==> config.mk <==
export PLATFORM = sky130hd
export DESIGN_NAME = uart_tx_feeder
export DESIGN_NICKNAME = d
export VERILOG_FILES = /design/src/rtl/uart_pkg.sv /design/src/rtl/uart_sync_fifo.sv /design/src/rtl/uart_tx_feeder.sv
export SDC_FILE = /design/constraint.sdc
export NUM_CORES = 1
export LEC_CHECK = 0
export CAP_MARGIN = 20
export CORE_MARGIN = 2
export CORE_UTILIZATION = 50
export CTS_CLUSTER_SIZE = 14
export DETAILED_ROUTE_END_ITERATION = 16
export PLACE_DENSITY = 0.69
export SYNTH_ARGS = -nofsm -noshare
export SYNTH_HDL_FRONTEND = slang
export SYNTH_SLANG_ARGS = --single-unit
==> constraint.sdc <==
create_clock -name tx_clk -period 6.3 [get_ports tx_clk]
set_input_delay 1.26 -clock tx_clk [delete_from_list [all_inputs] [get_ports tx_clk]]
set_output_delay 1.26 -clock tx_clk [all_outputs]
set_load 0.01 [all_outputs]
==> src/rtl/uart_pkg.sv <==
// Shared definitions for the UART TX feeder: FSM state encoding and the default byte width.
package uart_pkg;
  localparam int unsigned DATA_WIDTH_DEF = 8;

  typedef enum logic [1:0] {
    IDLE      = 2'd0,
    ISSUE     = 2'd1,
    WAIT_BUSY = 2'd2,
    WAIT_DONE = 2'd3
  } tx_state_e;
endpackage

==> src/rtl/uart_sync_fifo.sv <==
// Single-clock FIFO with occupancy count; storage is not reset, only pointers and count.
module uart_sync_fifo #(
  parameter int unsigned DATA_WIDTH = 8,
  parameter int unsigned DEPTH      = 16,
  localparam int unsigned ADDR_WIDTH = $clog2(DEPTH)
) (
  input  logic                  clk,
  input  logic                  rst,
  input  logic                  push,
  input  logic [DATA_WIDTH-1:0] push_data,
  input  logic                  pop,
  output logic [DATA_WIDTH-1:0] pop_data,
  output logic                  full,
  output logic                  empty,
  output logic [ADDR_WIDTH:0]   count
);
  logic [DATA_WIDTH-1:0] mem [DEPTH];
  logic [ADDR_WIDTH-1:0] wr_ptr;
  logic [ADDR_WIDTH-1:0] rd_ptr;
  logic                  do_push;
  logic                  do_pop;

  assign full     = (count == (ADDR_WIDTH+1)'(DEPTH));
  assign empty    = (count == '0);
  assign do_push  = push && !full;
  assign do_pop   = pop && !empty;
  assign pop_data = mem[rd_ptr];

  always_ff @(posedge clk) begin
    if (do_push) mem[wr_ptr] <= push_data;
  end

  // Pointers wrap naturally because DEPTH is a power of two.
  always_ff @(posedge clk) begin
    if (!rst) begin
      wr_ptr <= '0;
      rd_ptr <= '0;
      count  <= '0;
    end else begin
      if (do_push) wr_ptr <= wr_ptr + 1'b1;
      if (do_pop)  rd_ptr <= rd_ptr + 1'b1;
      case ({do_push, do_pop})
        2'b10:   count <= count + 1'b1;
        2'b01:   count <= count - 1'b1;
        default: count <= count;
      endcase
    end
  end
endmodule

==> src/rtl/uart_tx_feeder.sv <==
// Drains a host-side FIFO into the UART transmitter one byte at a time, pacing on its busy flag.
module uart_tx_feeder
  import uart_pkg::*;
#(
  parameter int unsigned DATA_WIDTH   = DATA_WIDTH_DEF,
  parameter int unsigned DEPTH        = 16,
  parameter int unsigned BUSY_TIMEOUT = 15,
  localparam int unsigned ADDR_WIDTH  = $clog2(DEPTH)
) (
  input  logic                  tx_clk,
  input  logic                  rst,
  input  logic                  wr_en,
  input  logic [DATA_WIDTH-1:0] wr_data,
  output logic                  full,
  output logic                  empty,
  output logic [ADDR_WIDTH:0]   count,
  output logic                  overflow,
  output logic                  timeout_err,
  output logic [7:0]            lost_cnt,
  output logic [DATA_WIDTH-1:0] P_DATA_IN_TX,
  output logic                  DATA_VALID_TX,
  input  logic                  busy_flag_TX,
  input  logic                  data_lost_TX
);
  localparam int unsigned TW = $clog2(BUSY_TIMEOUT + 1);

  tx_state_e             state;
  logic [TW-1:0]         timer;
  logic                  pop;
  logic [DATA_WIDTH-1:0] head;

  assign pop = (state == IDLE) && !empty && !busy_flag_TX;

  uart_sync_fifo #(
    .DATA_WIDTH (DATA_WIDTH),
    .DEPTH      (DEPTH)
  ) u_fifo (
    .clk       (tx_clk),
    .rst       (rst),
    .push      (wr_en),
    .push_data (wr_data),
    .pop       (pop),
    .pop_data  (head),
    .full      (full),
    .empty     (empty),
    .count     (count)
  );

  always_ff @(posedge tx_clk) begin
    if (!rst) begin
      state         <= IDLE;
      timer         <= '0;
      P_DATA_IN_TX  <= '0;
      DATA_VALID_TX <= 1'b0;
      overflow      <= 1'b0;
      timeout_err   <= 1'b0;
      lost_cnt      <= '0;
    end else begin
      DATA_VALID_TX <= 1'b0;
      if (wr_en && full) overflow <= 1'b1;
      if (data_lost_TX && lost_cnt != 8'hFF) lost_cnt <= lost_cnt + 8'd1;

      // The launch pulse is registered on the pop edge so it is high during ISSUE.
      case (state)
        IDLE: begin
          if (pop) begin
            P_DATA_IN_TX  <= head;
            DATA_VALID_TX <= 1'b1;
            state         <= ISSUE;
          end
        end
        ISSUE: begin
          timer <= '0;
          state <= WAIT_BUSY;
        end
        WAIT_BUSY: begin
          if (busy_flag_TX) begin
            state <= WAIT_DONE;
          end else if (timer == TW'(BUSY_TIMEOUT - 1)) begin
            timeout_err <= 1'b1;
            state       <= IDLE;
          end else begin
            timer <= timer + 1'b1;
          end
        end
        WAIT_DONE: begin
          if (!busy_flag_TX) state <= IDLE;
        end
        default: state <= IDLE;
      endcase
    end
  end
endmodule

# Word level (Yosys, flattened, before mapping)

Memory sizes are Yosys's and may differ from the RTL's. A register that Yosys moved wholly into a read port is not among the register bits.
Cells that the tools add are included.

Register bits after elaboration: 30
RAM bits: 128
Bits of input ports: 13
Output and inout bits: 26
Word-level logic and storage cells: 61
Memories kept: 1

Add/sub/neg operators: 6
Eq/ne operators: 13
Mux-type cells: 12
Bitwise operators: 1
Reductions and logical operators: 19

Memory list:

| memory     | depth | width | rd ports | clocked after memory_dff | wr ports | RTL line             | text |
|---|---|---|---|---|---|---|---|
| u_fifo.mem | 16    | 8     | 1        | 1                        | 1        | uart_sync_fifo.sv:17 | `logic [DATA_WIDTH-1:0] mem [DEPTH];` |

Operators by type and width:

| operator                                             | number |
|---|---|
| adder 4 x 1 -> 4 bit (second input constant)         | 3 |
| case mux 5 bit (2 select lines)                      | 1 |
| AND reduction 3 bit                                  | 3 |
| adder 8 x 1 -> 8 bit (second input constant)         | 1 |
| 2-to-1 mux 2 bit                                     | 4 |
| 2-to-1 mux 4 bit                                     | 2 |
| inequality test 8 bit (second input constant)        | 1 |
| case mux 2 bit (4 select lines)                      | 1 |
| case mux 4 bit (2 select lines)                      | 1 |
| equality test 2 bit (second input constant)          | 3 |
| logical AND 1 bit                                    | 6 |
| inequality test 2 bit (second input constant)        | 3 |
| adder 5 x 1 -> 5 bit (second input constant)         | 1 |
| equality test 5 bit (second input constant)          | 1 |
| zero test 5 bit                                      | 1 |
| subtractor 5 x 1 -> 5 bit (second input constant)    | 1 |
| equality test 2 x 1 -> 1 bit (second input constant) | 2 |
| equality test 4 bit (second input constant)          | 1 |
| zero test 1 bit                                      | 4 |
| AND reduction 2 bit                                  | 2 |
| nonzero test 2 bit                                   | 2 |
| 2-to-1 mux 1 bit                                     | 3 |
| inequality test 3 bit (second input constant)        | 1 |
| zero test 2 bit                                      | 1 |
| 2 further kinds                                      | 2 |

# Depth between registers and ports, before layout

Gate-level depths: netlist of the first run.

Depth after elaboration: 7
Mapped depth: 11

# Cells and area by module

A second synthesis of the first run with hierarchy kept.

Cell total of the unflattened synthesis: 430
Area, all modules: 7,015.5 µm²

Modules (own cells, without submodules):

| module         | times used | cells each | area each (µm²) |
|---|---|---|---|
| uart_sync_fifo | 1          | 307        | 5,967.0 |
| uart_tx_feeder | 1          | 123        | 1,048.5 |

# Worst setup path before layout of the first run

OpenSTA, ideal clock, no wires.

Path type: in2reg
Start: input port busy_flag_TX
End: register u_fifo.count[4]
Library setup time: 0.072 ns
Arrival time: 3.481 ns
Required time: 6.228 ns
Setup slack: 2.747 ns
Cell stages on the path: 10
Path buffers: 1
Cells stage by stage: nor3_1 a21boi_1 buf_2 ha_1 xor2_1 ha_1 a211o_2 a211o_1 a21oi_1 mux2i_1

Longest elaborated chain between the ends: 5
Elaborated cells on any way between the ends: 7
Classes of those cells: eq/ne: 2; mux: 1; reduce/logical: 4

Ends and longest elaborated chain:

| element                                                                      | RTL line             | text |
|---|---|---|
| start, declared                                                              | uart_tx_feeder.sv:22 | `input logic busy_flag_TX,` |
| zero test 1 bit *                                                            | n/a                  |  |
| logical AND 1 bit *                                                          | uart_tx_feeder.sv:32 | `assign pop = (state == IDLE) && !empty && !busy_flag_TX;` |
| logical AND 1 bit *                                                          | uart_sync_fifo.sv:26 | `assign do_pop = pop && !empty;` |
| net u_fifo.do_pop                                                            | uart_sync_fifo.sv:21 | `logic do_pop;` |
| equality test 2 x 1 -> 1 bit / equality test 2 bit (equally long branches)   | uart_sync_fifo.sv:42 | `case ({do_push, do_pop})` |
| case mux 5 bit (2 select lines) / nonzero test 2 bit (equally long branches) | n/a                  |  |
| end signal, assigned                                                         | uart_sync_fifo.sv:43 | `2'b10: count <= count + 1'b1;` |
| end signal, assigned                                                         | uart_sync_fifo.sv:44 | `2'b01: count <= count - 1'b1;` |
| end signal, assigned                                                         | uart_sync_fifo.sv:45 | `default: count <= count;` |
| end, declared                                                                | uart_sync_fifo.sv:15 | `output logic [ADDR_WIDTH:0] count` |

Mark *: on every way through the listed nets, which the timed path passes. The rest lies on a longest branch.
A chain may end at the register's enable or synchronous reset.

# Final worst setup path of the first run

Start: input port wr_en
End: register u_fifo.count[4]

Longest elaborated chain between the ends: 3
Elaborated cells on any way between the ends: 5
Classes of those cells: eq/ne: 2; mux: 1; reduce/logical: 2

Ends and longest elaborated chain:

| element                                                                      | RTL line             | text |
|---|---|---|
| start, declared                                                              | uart_tx_feeder.sv:12 | `input logic wr_en,` |
| logical AND 1 bit *                                                          | uart_sync_fifo.sv:25 | `assign do_push = push && !full;` |
| equality test 2 x 1 -> 1 bit / equality test 2 bit (equally long branches)   | uart_sync_fifo.sv:42 |  |
| case mux 5 bit (2 select lines) / nonzero test 2 bit (equally long branches) | n/a                  |  |

Every way passes the cells marked *; elsewhere a longest branch is shown, timed or not.

==> run summary, run 1 <==
largest net degree at the start of global routing: 65
top cells by area, synth: edfxtp_1 (56%), dfxtp_1 (11%), mux2i_1 (9.5%), nor2_1 (3.0%), o22ai_1 (2.7%)
Fin Setup TNS: 0 ns
Hold Violations, Final: 0
Worst Tran Pin Value: 1.13 ns
drt initial violations: 299
Final Setup Violations: 0
Worst Hold Class: reg -> reg
VDD IR max: 0.309 mV
die area: 0.0146 mm^2
Final Skew: 0.00930 ns
Hold WS: 0.477 ns
Layout Nets: 548
Vias/cell: 5.67
clk_lat worst skew: 0.43 ns
Starting Density: 0.513
post-synth top area share: 0.563
hold path start: overflow
Post-synth EDFFs: 128
switch share: 0.269
CTS H-tree lvls: 4
filler cell count: 1018
first-pass GRT wire length: 20.9 mm
antenna viol nets, final: 0
Tmin final: 3.81 ns
Clock Pin Slew Worst Setup and Hold Paths: 0.06 ns
Root Buffer: clkbuf_16
clock buffer depth: 2
Synth area leader: edfxtp_1
Area Growth Syn to Fin: 16.1%
synthesized instance count: 488
clock network power share: 0.355
die width: 121 um
Comb pwr share: 0.182
most frequent cells in the layout: edfxtp_1 (128), mux2i_1 (65), nor2_1 (55)
TritonCTS clock tree: yes
Synth Warn #: 0
Post-Layout Inst Area: 0.00792 mm^2
vias in the first global route: 3839
R2R depth: 10
Core Rows: 42
total number of vias: 4036
GPL Wtd Cong: 0.809
Worst R2R Start: u_fifo.count[2]
period utilisation layout: 0.604
static leakage: 2.54 nW
Sw Pwr: 0.000775 W
post-layout total power: 0.00289 W
unique cell type count in the Yosys netlist: 48
DRC errors left: 0
Placed Area: 0.00731 mm^2
DR pass1 iterations: 5
crit path kind: in -> reg
reg2reg setup slack: 3.29 ns
Int Pwr: 0.00211 W
IO Port Bufs: 38
hold_buf cts: 0
number of buffers created by CTS: 17
average size of a mapped cell: 14.0 um^2
arrival time worst endpoint: 4.17 ns
outcome: finished clean
register area share after synthesis: 0.675
sequential power share: 0.463
commonest non-fill, non-tap cell in the layout: edfxtp_1
ys flop type: edfxtp_1
worst-path cell chain: clkdlybuf4s50_1, a21boi_1, inv_1, ha_1, xor2_1, ha_1, a211o_2, a211o_1, a21oi_1, mux2i_1
drt wl/cell: 18.7 um
total track usage: 0.196
maximum clock rate: 263 MHz
Max-Cap Viols: 0
Final Util: 0.596
Pwr Density: 364 mW/mm^2
Rel. slew slack: 0.249
drt total wl: 13.3 mm
placed wire-length estimate: 8.48 mm
Worst setup EP type: register
Worst setup SP type: input port
slowest CP cell: clkdlybuf4s50_1
n_diodes: 0
RSZ-0062 raised after global routing: no
GRT overflow: 0
#FFs+latches synth: 166
Post-CTS Resized: 0
clk sinks: 166
Post-CTS Setup Repair Bufs: 0
Core ar.: 0.0133 mm^2
cell area after synthesis: 0.00683 mm^2
Pins Over Slew Limit: 0
num ports: 39
die extent in y: 121 um
CP dominant cell by count: ha_1
CP peak stage delay: 0.58 ns
Crit Path Max Fanout: 8
initial antenna violation count: 0
reg2reg end: u_fifo.count[4]
layout cells sized above 1: 0.0840
Synth async-reset ratio: 0
hold depth: 2
CP required: 6.66 ns
syn nets: 513
Hold Path End: overflow
==> logic make-up (layout without fill, tap and decap cells) <==
logic type                 after synthesis  in the layout  synth area share
AOI/OAI and AO/OA                       80             80            0.0770
buffers and inverters                   38             86            0.0260
and+or+nand+nor                        108            108            0.0763
adders and majority gates               12             12            0.0220
muxes                                   68             68             0.104
DFF                                    166            166             0.675
xor gates and xnor gates                16             16            0.0205
==> registers in the layout, summed over array words and instances, names as in the netlist <==
name           count
timer              4
DATA_VALID_TX      1
overflow           1
u_fifo.mem       128
lost_cnt           8
u_fifo.rd_ptr      4
u_fifo.wr_ptr      4
u_fifo.count       5
timeout_err        1
P_DATA_IN_TX       8
state              2
==> routing by layer <==
metal,global-route usage,routed length (um),part of all wire,up-vias
met1,0.266,5870,0.44,1961
met3,0.0585,862,0.065,16
met4,0.0792,244,0.018,0
met2,0.298,6320,0.48,139
met5,0,0,0,-
li1,-,-,-,1920
==> through the flow <==
stage | instances | setup WS, ns
6_report | 712 | 2.49
5_1_grt | 712 | 2.32
4_1_cts | 709 | 2.52
3_5_place_dp | 677 | 2.06
3_3_place_gp | 677 | 2.14
2_1_floorplan | 488 | 2.75
==> how the worst max path moves through the flow <==
stage	end	cells after the start	slack, ns	from
after floorplan	u_fifo.count[4]	10	2.75	busy_flag_TX
after global placement	u_fifo.count[4]	10	2.14	wr_en
after detailed placement	u_fifo.count[4]	10	2.06	wr_en
after CTS	u_fifo.count[4]	10	2.52	wr_en
after global routing	u_fifo.count[4]	10	2.32	wr_en
final	u_fifo.count[4]	10	2.49	wr_en
==> power by group through the flow <==
| stage | sequential [W] | combinational [W] | clock [W] |
|---|---|---|---|
| after global placement | 0.00136 | 0.000511 | 0 |
| after CTS | 0.00134 | 0.000524 | 0.00105 |
| final | 0.00134 | 0.000525 | 0.00102 |
| after global routing | 0.00135 | 0.000571 | 0.00109 |
| after floorplan | 0.00134 | 0.000336 | 0 |
| after detailed placement | 0.00136 | 0.000520 | 0 |
==> critical path, delay by kind of cell <==
| family | cells | cell delay, ns |
|---|---|---|
| AO/OA/AOI/OAI | 4 | 1.27 |
| buffers and inverters | 2 | 0.73 |
| adder cells (fa/ha/maj) | 2 | 0.54 |
| XOR/XNOR | 1 | 0.18 |
| multiplexers | 1 | 0.18 |
==> area by class of cell <==
class	instances	area, um^2	area share
sequential	166	4610	0.582
multi-input combinational	284	2040	0.258
clock buffer	22	474	0.0599
timing repair buffer	43	415	0.0524
tap	176	220	0.0278
clock inverter	10	119	0.0150
inverter	11	41.3	0.00521
==> cell usage after synthesis, drive strengths merged (10+ instances only) <==
cell,count
a31oi,11
edfxtp,128
clkbuf,11
ha,12
o21ai,11
dfxtp,38
o22ai,30
mux2i,65
nor2,55
nand2,10
a21oi,11
inv,11
buf,16
(Power assumes the default switching activity.)
==> run 2: changes to the inputs <==
Clock period 6.3 ns to 3.6 ns, I/O delays scaled along.
==> run summary, run 2 (synthesized netlist as in run 1, its figures left out) <==
outcome: finished clean
VDD IR max: 0.450 mV
Core Rows: 42
initial antenna violation count: 0
DR pass1 iterations: 5
die width: 121 um
Pwr Density: 646 mW/mm^2
Worst setup SP type: input port
hold_buf cts: 0
period utilisation layout: 0.837
arrival time worst endpoint: 3.37 ns
Max-Cap Viols: 0
clk sinks: 166
Starting Density: 0.513
Area Growth Syn to Fin: 16.9%
Final Skew: 0.00814 ns
CP peak stage delay: 0.46 ns
Hold Violations, Final: 0
RSZ-0062 raised after global routing: no
max FFs per register: 128
Pins Over Slew Limit: 0
Vias/cell: 5.70
clock buffer depth: 2
Worst setup EP type: register
crit path kind: in -> reg
Largest regs: u_fifo.mem x128, P_DATA_IN_TX x8, lost_cnt x8
Layout Nets: 552
IO Port Bufs: 38
die area: 0.0146 mm^2
Fin Setup TNS: 0 ns
most frequent cells in the layout: edfxtp_1 (128), mux2i_1 (65), nor2_1 (55)
worst-path cell chain: clkdlybuf4s50_1, nor3_1, a21boi_1, ha_1, xor2_1, ha_1, a211o_2, a211o_1, a21oi_1, mux2i_1
Worst Tran Pin Value: 0.786 ns
Rel. slew slack: 0.476
Post-CTS Setup Repair Bufs: 0
total track usage: 0.197
drt total wl: 13.5 mm
placed wire-length estimate: 8.72 mm
slowest CP cell: clkdlybuf4s50_1
static leakage: 2.58 nW
vias in the first global route: 3957
die extent in y: 121 um
filler cell count: 1022
TritonCTS clock tree: yes
number of buffers created by CTS: 17
GRT overflow: 0
layout cells sized above 1: 0.0963
DRC errors left: 0
Cell Count Post-Placement: 684
commonest non-fill, non-tap cell in the layout: edfxtp_1
post-layout total power: 0.00516 W
CP dominant cell by count: ha_1
drt initial violations: 271
antenna viol nets, final: 0
Worst Hold Class: reg -> reg
maximum clock rate: 332 MHz
Hold WS: 0.472 ns
CTS H-tree lvls: 4
CP required: 3.95 ns
Clock Pin Slew Worst Setup and Hold Paths: 0.06 ns
Layout Cells excl Fill: 716
Post-CTS Resized: 0
Largest Register: u_fifo.mem
largest net degree at the start of global routing: 46
clk_lat worst skew: 0.42 ns
first-pass GRT wire length: 21.1 mm
total number of vias: 4078
Final Util: 0.600
Root Buffer: clkbuf_16
num ports: 39
Tmin final: 3.01 ns
GPL Wtd Cong: 0.874
Core ar.: 0.0133 mm^2
drt wl/cell: 18.8 um
Final Setup Violations: 0
n_diodes: 0
Crit Path Max Fanout: 8
## run 2: changes by cell type in the layout (fill, tap and decap cells not counted), sizes merged
cell    delta
inv        +2
bufinv     +1
clkbuf     -5
buf        +6
## run 2: layout make-up
class / instances / area [um^2] / share of cell area
inverter: 11 / 41.3 / 0.00517
timing repair buffer: 47 / 448 / 0.0561
sequential: 166 / 4610 / 0.577
tap: 176 / 220 / 0.0276
clock buffer: 19 / 453 / 0.0568
multi-input combinational: 284 / 2040 / 0.256
clock inverter: 13 / 166 / 0.0209
## run 2: routing by layer
layer | share of wire | wire [um] | track usage | vias up
li1 | - | - | - | 1923
met1 | 0.45 | 6080 | 0.270 | 1993
met2 | 0.47 | 6290 | 0.298 | 136
met3 | 0.057 | 762 | 0.0514 | 26
met4 | 0.024 | 322 | 0.0850 | 0
met5 | 0 | 0 | 0 | -
## run 2: path summary, 6_finish.rpt
path                     end  slack (ns)  cells after the start       startpoint
min              timeout_err        0.47                      2      timeout_err
max reg2reg  u_fifo.count[4]        0.84                     10  u_fifo.count[1]
min reg2reg      timeout_err        0.47                      2      timeout_err
max          u_fifo.count[4]        0.59                     10     busy_flag_TX
## run 2: worst max-delay path, delay by kind of cell
family | cells | cell delay, ns
xor+xnor | 1 | 0.15
simple gates | 1 | 0.23
compound gates | 4 | 1.02
mux | 1 | 0.19
buf+inv | 1 | 0.46
fa+ha+maj | 2 | 0.60
## run 2: where the power goes
group          internal, W  switching (W)
Clock              0.00114       0.000738
Sequential         0.00220       0.000142
Combinational     0.000427       0.000516
Total              0.00376        0.00140
## run 2: through the flow
stage / instance area [um^2] / setup WS, ns
6_report: 7980 / 0.588
5_1_grt: 7980 / 0.439
4_1_cts: 7980 / 0.620
3_5_place_dp: 7360 / 0.189
3_3_place_gp: 7360 / 0.343
2_1_floorplan: 6830 / 0.587
==> RTL change 1, RTL diff (config.mk and constraints of run 2) <==
Put a register stage on the output `count`, with the module's reset. The value now appears one clock later. The other outputs are not delayed to match.
--- a/src/rtl/uart_tx_feeder.sv
+++ b/src/rtl/uart_tx_feeder.sv
@@ -25,4 +25,6 @@
   localparam int unsigned TW = $clog2(BUSY_TIMEOUT + 1);
 
+  logic [ADDR_WIDTH:0] count_d;
+
   tx_state_e             state;
   logic [TW-1:0]         timer;
@@ -44,5 +46,5 @@
     .full      (full),
     .empty     (empty),
-    .count     (count)
+    .count     (count_d)
   );
 
@@ -91,4 +93,12 @@
     end
   end
+  always_ff @(posedge tx_clk) begin
+    if (!rst) begin
+      count <= '0;
+    end else begin
+      count <= count_d;
+    end
+  end
+
 endmodule
 
Formal check against the unedited RTL: not equivalent (Yosys sat finds a counterexample within 4 cycles, from zero or initial values and one cycle with rst low).
==> RTL change 1 against run 2 <==
Sequential cell count is 5 higher. Routed wire length is 2.4% higher. Worst setup slack better by 0.035 ns. Power is 0.25% higher. First-iteration DRC count is 62% higher. Synthesized area is 1.6% higher. Register-to-register slack better by 0.13 ns. Design area is 1.7% higher.
==> RTL change 1: results (changes against run 2) <==
INFO  metric status = finished, final reports clean
INFO  metric syn-num-nets = 505 (-1.6%)
INFO  metric post_route_cells_drive_above_1_share = 12.5% (+2.9 points)
INFO  metric ys_types = 51 (+6.3%)
INFO  metric seq_share = 58.0% (+0.23 points)
INFO  metric viasPerCell = 5.68 (-0.29%)
INFO  metric number_of_global_route_vias_before_repair = 3920 (-0.94%)
INFO  metric grt_first_pass_wirelength = 21600 um (+2.0%)
INFO  metric critPathMaxFanout = 10 (+2)
INFO  metric synth.ff_latch_count = 171 (+3.0%)
INFO  metric power.ir.vdd_worst = 0.352 mV (-22%)
INFO  metric regToRegSetupSlack = 0.97 ns (+0.13 ns)
INFO  metric r2r-end = u_fifo.count[2]$_SDFFE_PN0P_
INFO  metric grt_max_degree = 24 (-48%)
INFO  metric inverters = 10 (-1)
INFO  metric num-fill-cells = 1097 (+7.3%)
INFO  metric multi_input_comb_cells = 272 (-4.2%)
INFO  metric worst-slew-pin-transition = 0.905 ns (+0.119 ns)
INFO  metric critPathKind = reg -> out
INFO  metric cp_top_family = simple AND/OR/NAND/NOR gates
INFO  metric grt_usage = 20.1% (+0.36 points)
INFO  metric design.final.nets = 555 (+0.54%)
INFO  metric dp_hpwl = 9280 um (+6.4%)
INFO  metric multiInputGateArea = 2050 um2 (+0.37%)
INFO  metric gp_congestion = 0.897 (+2.6%)
INFO  metric rr_worst_depth = 9 (-1)
INFO  metric nonClkBufAreaFrac = 6.54% (+0.92 points)
INFO  metric reg_to_reg_start = u_fifo.count[2]$_SDFFE_PN0P_
INFO  metric timing.critical_path.slowest_stage_cell = sky130_fd_sc_hd__or4_4
INFO  metric worst_clock_skew = 0.00903 ns (+0.000892 ns)
INFO  metric routed_wirelength_normalized_by_instance_count = 19.1 um (+1.4%)
INFO  metric number_of_signal_net_buffers_in_the_layout = 58 (+23%)
INFO  metric layout.clock_buffers = 26 (+7)
## RTL change 1: stage by stage
stage               setup slack, ns  instances  area (um2)  power, mW  util [%]
detailed placement            0.329        691        7550       3.50      55.0
global placement              0.439        691        7550       3.46      55.0
floorplan                     0.783        480        6930       3.13         -
global route                  0.542        723        8120       5.39      59.2
CTS                           0.624        723        8120       5.20      59.2
finish                        0.622        723        8120       5.17      59.2
## RTL change 1: kinds of logic (layout without fill, tap and decap cells)
kind of cell | Yosys count | count (layout) | share of synthesized area [%]
AO/OA/AOI/OAI | 77 | 77 | 7.24
XOR/XNOR | 13 | 13 | 1.64
adder cells (fa/ha/maj) | 12 | 12 | 2.17
buffers and inverters | 37 | 100 | 2.54
flip-flops | 171 | 171 | 67.9
multiplexers | 58 | 58 | 10.4
AND/OR/NAND/NOR | 112 | 112 | 8.16
## RTL change 1: metal layers
layer  routed length, um  up-vias  track usage [%]
met3                 770       15             5.62
met4                 162        0             6.25
met2                6620      127             31.6
li1                    -     1936                -
met1                6220     2028             27.3
met5                   0        -                0
## RTL change 1: power by group
group | switching, mW | internal [mW] | total [mW]
Clock | 0.693 | 1.01 | 1.70
Sequential | 0.160 | 2.27 | 2.43
Combinational | 0.560 | 0.479 | 1.04
## RTL change 1: how the worst max path moves through the flow
stage | to | slack [ns] | cells after the start
floorplan | u_fifo.count[2]$_SDFFE_PN0P_ | 0.78 | 10
global placement | u_fifo.count[2]$_SDFFE_PN0P_ | 0.44 | 10
detailed placement | u_fifo.count[2]$_SDFFE_PN0P_ | 0.33 | 10
CTS | full | 0.62 | 3
global route | full | 0.54 | 3
finish | full | 0.62 | 3
==> RTL change 2, RTL diff (flow settings as in run 2) <==
Without the edit above. `DEPTH` is set to 16 in 2 places; all go to 32.
--- a/src/rtl/uart_sync_fifo.sv
+++ b/src/rtl/uart_sync_fifo.sv
@@ -2,5 +2,5 @@
 module uart_sync_fifo #(
   parameter int unsigned DATA_WIDTH = 8,
-  parameter int unsigned DEPTH      = 16,
+  parameter int unsigned DEPTH      = 32,
   localparam int unsigned ADDR_WIDTH = $clog2(DEPTH)
 ) (
--- a/src/rtl/uart_tx_feeder.sv
+++ b/src/rtl/uart_tx_feeder.sv
@@ -4,5 +4,5 @@
 #(
   parameter int unsigned DATA_WIDTH   = DATA_WIDTH_DEF,
-  parameter int unsigned DEPTH        = 16,
+  parameter int unsigned DEPTH        = 32,
   parameter int unsigned BUSY_TIMEOUT = 15,
   localparam int unsigned ADDR_WIDTH  = $clog2(DEPTH)
Ports: changed (resized count); port bits go from 39 to 40. The function was not compared with the original's and may differ.
==> RTL change 2 against run 2 <==
First-iteration DRC count rose by 57%. Design area up 72%. Synthesized area up 74%. Power is 75% higher. Count of clock-buffer cells in the layout up 20. Sequential cell count is 131 higher. Utilization fell by 1.1 points. Sequential power up 74%. Highest routed layer unchanged. Worst setup slack improved by 0.019 ns. Fmax grew 0.62%. Largest power group unchanged. Routed wire length grew 76%.
==> RTL change 2: results (changes against run 2) <==
INFO  metric maximum_clock_insertion_buffer_count = 3 (+1)
INFO  metric worstSkewPairLatency = 0.55 ns (+0.13 ns)
INFO  metric synth_top_cells_by_count = sky130_fd_sc_hd__edfxtp_1 (256), sky130_fd_sc_hd__mux4_2 (48), sky130_fd_sc_hd__dfxtp_1 (41), sky130_fd_sc_hd__nor2_1 (39), sky130_fd_sc_hd__mux2i_1 (37)
INFO  metric timing.slew.headroom = 38.6% (-9.0 points)
INFO  metric r2r-end = u_fifo.count[3]$_SDFFE_PN0P_
INFO  metric power.ir.vdd_worst = 0.527 mV (+17%)
INFO  metric detail_route.iter0.violations = 426 (+57%)
INFO  metric cp_top_family = simple AND/OR/NAND/NOR gates
INFO  metric cp-endpoint = full
INFO  metric grt_max_degree = 34 (-26%)
INFO  metric synth_top_cells_by_area = sky130_fd_sc_hd__edfxtp_1 (65%), sky130_fd_sc_hd__mux4_2 (9.1%), sky130_fd_sc_hd__dfxtp_1 (6.9%), sky130_fd_sc_hd__mux2i_1 (3.1%), sky130_fd_sc_hd__ha_1 (1.4%)
INFO  metric syn-num-nets = 695 (+35%)
INFO  metric path_clk_slew = 0.06 ns (about the same)
INFO  metric grt_first_pass_wirelength = 37200 um (+76%)
INFO  metric port_buffers = 39 (+2.6%)
INFO  metric critPathArrivalTime = 2.27 ns (-1.10 ns)
INFO  metric regToRegSetupSlack = 0.71 ns (-0.13 ns)
INFO  metric cts_root_buf = sky130_fd_sc_hd__clkbuf_16
INFO  metric setup.worst_path.start = u_fifo.count[2]$_SDFFE_PN0P_
INFO  metric leakage_power_summed_over_all_cells = 4.42 nW (+71%)
INFO  metric number_of_global_route_vias_before_repair = 6657 (+68%)
INFO  metric timing.critical_path.slowest_cell_delay = 0.59 ns (+0.13 ns)
INFO  metric detailroute.via_count = 6206 (+52%)
INFO  metric dp_hpwl = 14900 um (+71%)
INFO  metric worst_clock_skew = 0.00769 ns (-0.000448 ns)
INFO  metric fin_cells = 1086 (+52%)
INFO  metric ys_types = 51 (+6.3%)
INFO  metric wirelength = 23600 um (+76%)
INFO  metric placed_cells = 1028 (+50%)
INFO  metric synth_enable_flop_cells = 256 (+100%)
INFO  metric grt_usage = 19.9% (+0.16 points)
INFO  metric ys_async_sr_fraction = 0% (unchanged)
INFO  metric cts-buffers-inserted = 30 (+13)
INFO  metric status = finished, final reports clean
INFO  metric critPathMaxFanout = 4 (-4)
INFO  metric netlist_instances = 668 (+37%)
INFO  metric seq_area_frac_synth = 71.8% (+4.4 points)
INFO  metric post_route_cells_drive_above_1_share = 19.3% (+9.7 points)
INFO  metric clock_tree.htree_level_count = 1 (-3)
INFO  metric gp_congestion = 0.816 (-6.6%)
INFO  metric detail_route.first_pass.iterations = 4 (-1)
INFO  metric design.final.nets = 770 (+39%)
INFO  metric layout_top_registers = u_fifo.mem x256, P_DATA_IN_TX x8, lost_cnt x8
-- RTL change 2: logic make-up (layout without fill, tap and decap cells) --
kind of cell | Yosys count | count (layout) | share of synthesized area, %
XOR/XNOR | 17 | 17 | 1.26
buffers and inverters | 41 | 140 | 1.89
multiplexers | 86 | 86 | 12.5
flip-flops | 297 | 297 | 71.8
AO/OA/AOI/OAI | 91 | 91 | 5.74
adder cells (fa/ha/maj) | 14 | 14 | 1.54
AND/OR/NAND/NOR | 122 | 122 | 5.26
-- RTL change 2: final cells by class --
type,instances,area [um2]
fillers,1677,9580
flip-flops and latches,297,8510
multi-input cells,330,3110
clock buffers,39,846
repair buffers,77,676
well taps,319,399
clock inverters,17,186
inverters,7,26.3
-- RTL change 2: power by group --
group          internal, mW  switching, mW  total, mW
registers              3.88          0.190       4.07
clock network          1.93           1.24       3.18
logic                 0.900          0.860       1.76
total                  6.71           2.29       9.00
-- RTL change 2: tightest hold or removal path, cell delays in order, from the launching register on --
cell and delay [ns]:
sky130_fd_sc_hd__dfxtp_1 0.32, sky130_fd_sc_hd__nand2_1 0.05, sky130_fd_sc_hd__o21ai_1 0.05
-- RTL change 2: how the worst min path moves through the flow --
stage | depth (start not counted) | slack, ns | to | from
3_3_place_gp | 1 | 0.45 | timeout_err$_SDFFE_PN0P_ | timeout_err$_SDFFE_PN0P_
5_1_grt | 2 | 0.49 | P_DATA_IN_TX[4]$_SDFFE_PN0P_ | P_DATA_IN_TX[4]$_SDFFE_PN0P_
4_1_cts | 2 | 0.46 | P_DATA_IN_TX[4]$_SDFFE_PN0P_ | P_DATA_IN_TX[4]$_SDFFE_PN0P_
3_5_place_dp | 2 | 0.45 | P_DATA_IN_TX[4]$_SDFFE_PN0P_ | P_DATA_IN_TX[4]$_SDFFE_PN0P_
2_1_floorplan | 2 | 0.47 | timer[3]$_SDFFE_PN0P_ | timer[3]$_SDFFE_PN0P_
6_report | 2 | 0.47 | P_DATA_IN_TX[4]$_SDFFE_PN0P_ | P_DATA_IN_TX[4]$_SDFFE_PN0P_
-- RTL change 2: layer usage --
layer	routed length (um)	vias to the layer above	global-route usage [%]
li1	-	2808	-
met1	10000	3196	26.3
met2	12000	167	33.9
met3	1110	35	3.23
met4	551	0	6.32
met5	0	-	0
-- RTL change 2: stage by stage --
stage / hold slack, ns / setup WS, ns / cell area (um2) / util (%)
detailed placement: 0.453 / 0.429 / 12700 / 54.5
CTS: 0.464 / 0.594 / 13700 / 58.9
global placement: 0.453 / 0.602 / 12700 / 54.5
floorplan: 0.469 / 0.789 / 11800 / -
finish: 0.466 / 0.607 / 13800 / 59.0
global route: 0.487 / 0.524 / 13800 / 59.0
